## src/rtl/fetch_pkg.sv

```systemverilog
// Shared fetch-stage definitions: state encoding, PC step and the opcode field
// location and values common with the decoder (control_unit).
package fetch_pkg;

    typedef enum logic [1:0] {
        IDLE,
        REQ,
        WAIT,
        HOLD
    } fetch_state_t;

    localparam int PC_STEP    = 4;
    localparam int OPCODE_MSB = 31;
    localparam int OPCODE_LSB = 26;

    // Opcode values recognised by control_unit
    localparam logic [5:0] ALU_R      = 6'h00;
    localparam logic [5:0] JUMP       = 6'h02;
    localparam logic [5:0] BRANCH_EQ  = 6'h04;
    localparam logic [5:0] ADDI       = 6'h08;
    localparam logic [5:0] LOAD_WORD  = 6'h23;
    localparam logic [5:0] STORE_WORD = 6'h2B;

endpackage

```

## src/rtl/instr_fetch_unit.sv

```systemverilog
// Sequential instruction fetch: one outstanding imem read at a time, the returned
// word is held for decode over valid/ready, and redirects steer the PC and squash.
module instr_fetch_unit
    import fetch_pkg::*;
#(
    parameter int                ADDR_W   = 32,
    parameter int                DATA_W   = 32,
    parameter logic [ADDR_W-1:0] RESET_PC = '0
) (
    input  logic              clk,
    input  logic              arst_n,
    output logic              imem_req,
    output logic [ADDR_W-1:0] imem_addr,
    input  logic              imem_rvalid,
    input  logic [DATA_W-1:0] imem_rdata,
    output logic              instr_valid,
    input  logic              instr_ready,
    output logic [DATA_W-1:0] instr,
    output logic [5:0]        opcode,
    output logic [ADDR_W-1:0] instr_pc,
    input  logic              redirect_valid,
    input  logic [ADDR_W-1:0] redirect_pc
);

    fetch_state_t      state, next_state;
    logic [ADDR_W-1:0] pc, pc_next;
    logic [ADDR_W-1:0] target;
    logic              kill, kill_next;
    logic              capture;

    // Redirect targets are always word aligned
    assign target = redirect_pc & ~ADDR_W'(3);
    assign opcode = instr[OPCODE_MSB:OPCODE_LSB];

    always_comb begin
        next_state = state;
        pc_next    = pc;
        kill_next  = kill;
        capture    = 1'b0;
        case (state)
            IDLE: begin
                next_state = REQ;
                if (redirect_valid) pc_next = target;
            end
            REQ: begin
                next_state = WAIT;
                if (redirect_valid) begin
                    pc_next   = target;
                    kill_next = 1'b1;
                end
            end
            WAIT: begin
                // A redirect arriving with the response squashes that word too
                if (imem_rvalid) begin
                    if (kill || redirect_valid) begin
                        kill_next  = 1'b0;
                        next_state = REQ;
                        if (redirect_valid) pc_next = target;
                    end else begin
                        capture    = 1'b1;
                        pc_next    = pc + ADDR_W'(PC_STEP);
                        next_state = HOLD;
                    end
                end else if (redirect_valid) begin
                    pc_next   = target;
                    kill_next = 1'b1;
                end
            end
            HOLD: begin
                if (redirect_valid) begin
                    pc_next    = target;
                    next_state = REQ;
                end else if (instr_ready) begin
                    next_state = REQ;
                end
            end
            default: next_state = IDLE;
        endcase
    end

    // Outputs are registered from the next state so they line up with the state
    always_ff @(posedge clk or negedge arst_n) begin
        if (!arst_n) begin
            state       <= IDLE;
            pc          <= RESET_PC;
            kill        <= 1'b0;
            imem_req    <= 1'b0;
            imem_addr   <= RESET_PC;
            instr_valid <= 1'b0;
            instr       <= '0;
            instr_pc    <= '0;
        end else begin
            state       <= next_state;
            pc          <= pc_next;
            kill        <= kill_next;
            imem_req    <= (next_state == REQ);
            instr_valid <= (next_state == HOLD);
            if (next_state == REQ) imem_addr <= pc_next;
            if (capture) begin
                instr    <= imem_rdata;
                instr_pc <= pc;
            end
        end
    end

endmodule

```

## config.mk

```make
export PLATFORM = sky130hd
export DESIGN_NAME = instr_fetch_unit
export DESIGN_NICKNAME = d
export VERILOG_FILES = /design/src/rtl/fetch_pkg.sv /design/src/rtl/instr_fetch_unit.sv
export SDC_FILE = /design/constraint.sdc
export NUM_CORES = 1
export LEC_CHECK = 0
export ABC_AREA = 1
export CORE_ASPECT_RATIO = 2
export CORE_MARGIN = 5
export CORE_UTILIZATION = 48
export CTS_CLUSTER_SIZE = 28
export DETAILED_ROUTE_END_ITERATION = 8
export GPL_ROUTABILITY_DRIVEN = 1
export PLACE_DENSITY_LB_ADDON = 0.1
export SLEW_MARGIN = 30
export SYNTH_ARGS = -nofsm -noshare
export SYNTH_HDL_FRONTEND = slang
export SYNTH_SLANG_ARGS = --single-unit
```

## constraint.sdc

```tcl
create_clock -name clk -period 2.3 [get_ports clk]
set_clock_uncertainty 0.2 [all_clocks]
set_input_delay 0.46 -clock clk [delete_from_list [all_inputs] [get_ports clk]]
set_output_delay 0.46 -clock clk [all_outputs]
set_load 0.05 [all_outputs]
```

==> metrics.csv <==
stage,metric,value,unit
status,status,finished clean,
clock_network,worst_skew_pair.late_latency,420,ps
route,totalWireLength,18100,um
route,num_vias,5639,
logic_synthesis,synth_common_cells,"nand2_1, dfrtp_1, inv_1, nor2_1, nand3_1",
route,drtIter0Drc,340,
timing,period_share,98.6,%
pwr,power.density,1530,nW/um^2
worst_setup_path,critPathTopFamily,buffers and inverters,
global_routing,grt_max_degree,75,
logic_synthesis,synth_edf_count,0,
run,maxCapViolCount,0,
timing,fmax,441,MHz
timing,finalMaxSlewViolations,0,
logic_synthesis,synth_area,6140,um^2
logic_synthesis,yosys_warnings,0,
timing,hold-worst-slack,277,ps
route,ant_nets,0,
die,die_h,170,um
worst_setup_path,worstPathMaxFanout,2,
finish,fin_nets,1008,
clock_network,cts_tree,done,
logic_synthesis,synth-seq-cells,133,
global_routing,grt_antenna_before_repair,0,
worst_setup_path,end_kind,primary output,
pwr,leakagePower,0.00433,uW
route,drc,0,
logic_synthesis,synthFlopType,dfrtp_1,
global_routing,track_usage,24.1,%
clock_network,cts_max_level,4,
placement,io_buffers,170,
die,initial_core_util,48.9,%
timing,slew_headroom,61.5,%
global_routing,overflow,0,
timing,setup_viol,0,
global_routing,grt_util_met1,25.7,%
die,dieArea,15300,um^2
timing,rsz0062_at_grt,no,
worst_setup_path,critPathBufInv,1,
timing,finalHoldViolCount,0,
route,first_pass_iters,6,
worst_setup_path,crit_required,1640,ps
die,ios,173,
logic_synthesis,synth_area_leader_cell,dfrtp_1,
global_routing,grt_pass1_wl,29700,um
clock_network,cts_num_sinks,133,
logic_synthesis,netlist.area_leader.share,54.2,%
global_routing,top_usage_layer,met2,
logic_synthesis,avgSynthCellArea,8.10,um^2
clock_network,cts-root-buf,clkbuf_16,
logic_synthesis,synth_cell_types,28,
timing,max_slew.worst_pin.slew,573,ps
die,num_rows,58,
placement,place_congestion,0.852,
clock_network,path_clk_slew,60,ps
route,wl_per_cell,16.4,um
worst_setup_path,cp.arrival,1610,ps
logic_synthesis,synth_area_leaders,"dfrtp_1, nand2_1, nand3_1",
clock_network,cts_made_buffers,17,
die,die_x,90.0,um
worst_setup_path,crit_type,reg2out,
timing,fin_crit,2270,ps
logic_synthesis,ys_async_sr_fraction,100,%
timing,fin_tns_setup,0,ps
worst_setup_path,max_stage_delay,820,ps
global_routing,use_met2,44.9,%
finish,n_antenna_cell,0,
finish,area_growth,42.0,%
clock_network,cts_max_path_buffers,2,
placement,dp_hpwl,13600,um
finish,postLayoutCoreUtil,69.4,%
pwr,ir_drop,1.06,mV
global_routing,grt.met3_usage,4.33,%
finish,final_layout_size_suffix_gt1_share,11.4,%
worst_setup_path,start_kind,register,
logic_synthesis,netlist_instances,758,
logic_synthesis,ys_seq_area_share,54.2,%
worst_hold_path,hold_path_class,reg2reg,
worst_setup_path,crit_slowest_cell,clkdlybuf4s50_1,
die,core_area,12600,um^2
global_routing,grt_pass1_vias,5918,
worst_setup_path,path_cells,clkdlybuf4s50_1,
logic_synthesis,syn_nets,828,
route,vias_per_cell,5.12,
logic_synthesis,synth_most_common_cell,nand2_1,
## cells by family after synthesis
group                    after synthesis  share of synthesized area, %
adder cells (fa/ha/maj)                1                         0.204
AND/OR/NAND/NOR                      459                          31.2
XOR/XNOR                               2                         0.285
flip-flops                           133                          54.2
buffers and inverters                 92                          7.07
AO/OA/AOI/OAI                         71                          7.03
## where the power goes
part | total [uW] | switching (uW) | internal, uW | leakage, uW
Sequential | 3790 | 555 | 3240 | 0.00165
Combinational | 6600 | 4540 | 2050 | 0.00238
Clock | 2920 | 1080 | 1840 | 0.000300
## path summary, 6_finish.rpt
path	from	endpoint	slack, ps	cells past startpoint
max	instr_pc[9]	instr_pc[9]	30	1
min	imem_addr[7]	imem_addr[7]	280	2
max reg2reg	pc[3]	imem_addr[26]	250	10
min reg2reg	imem_addr[7]	imem_addr[7]	280	2
max in group asynchronous	arst_n	imem_addr[20]	950	3
min in group asynchronous	arst_n	instr[22]	300	2
## layout by cell type (no fill, tap or decap), types with 5 or more instances in the layout
master / instances
nand2_1: 333
nor2_4: 6
inv_1: 50
nor2_1: 50
buf_4: 42
dlymetal6s2s_1: 9
o21ai_1: 5
clkdlybuf4s50_1: 139
buf_12: 7
o21ai_0: 38
clkbuf_16: 17
nand3_1: 43
o211ai_1: 18
dfrtp_1: 133
nand4_1: 7
## layer usage
metal	vias up	wire length (um)
li1	2747	-
met1	2656	6760
met2	185	9910
met3	51	760
met4	0	619
met5	-	0
## cell type report
type | instances | area (um^2)
clock buffer | 19 | 433
clock inverter | 13 | 199
fill | 1036 | 3840
inverter | 54 | 203
multi-input combinational | 533 | 2380
sequential | 133 | 3330
tap | 150 | 188
timing repair buffer | 199 | 1980
## sequential cells by signal, indices dropped and copies added, names as in the netlist
name	count
imem_req	1
instr	32
state	2
imem_addr	32
instr_valid	1
instr_pc	32
kill	1
pc	32
## what timing repair did
action / 4_1_cts / 5_1_grt
gates resized for setup: 0 / 9
hold buffers: 1 / 0
hold endpoints to repair: 34 / 0
endpoints found under the setup margin: 0 / 10
buffers inserted: 0 / 0
## stage by stage
step	setup WS [ps]	power, uW	cell area [um^2]	std cells
after floorplan	645	8100	6140	758
after global placement	-53.4	10400	8050	1068
after detailed placement	-111	10500	8050	1068
after CTS	18.3	13400	8690	1101
after global routing	1.56	14000	8710	1101
final	32.0	13300	8710	1101
No activity file was read; power rests on OpenSTA's default activity.
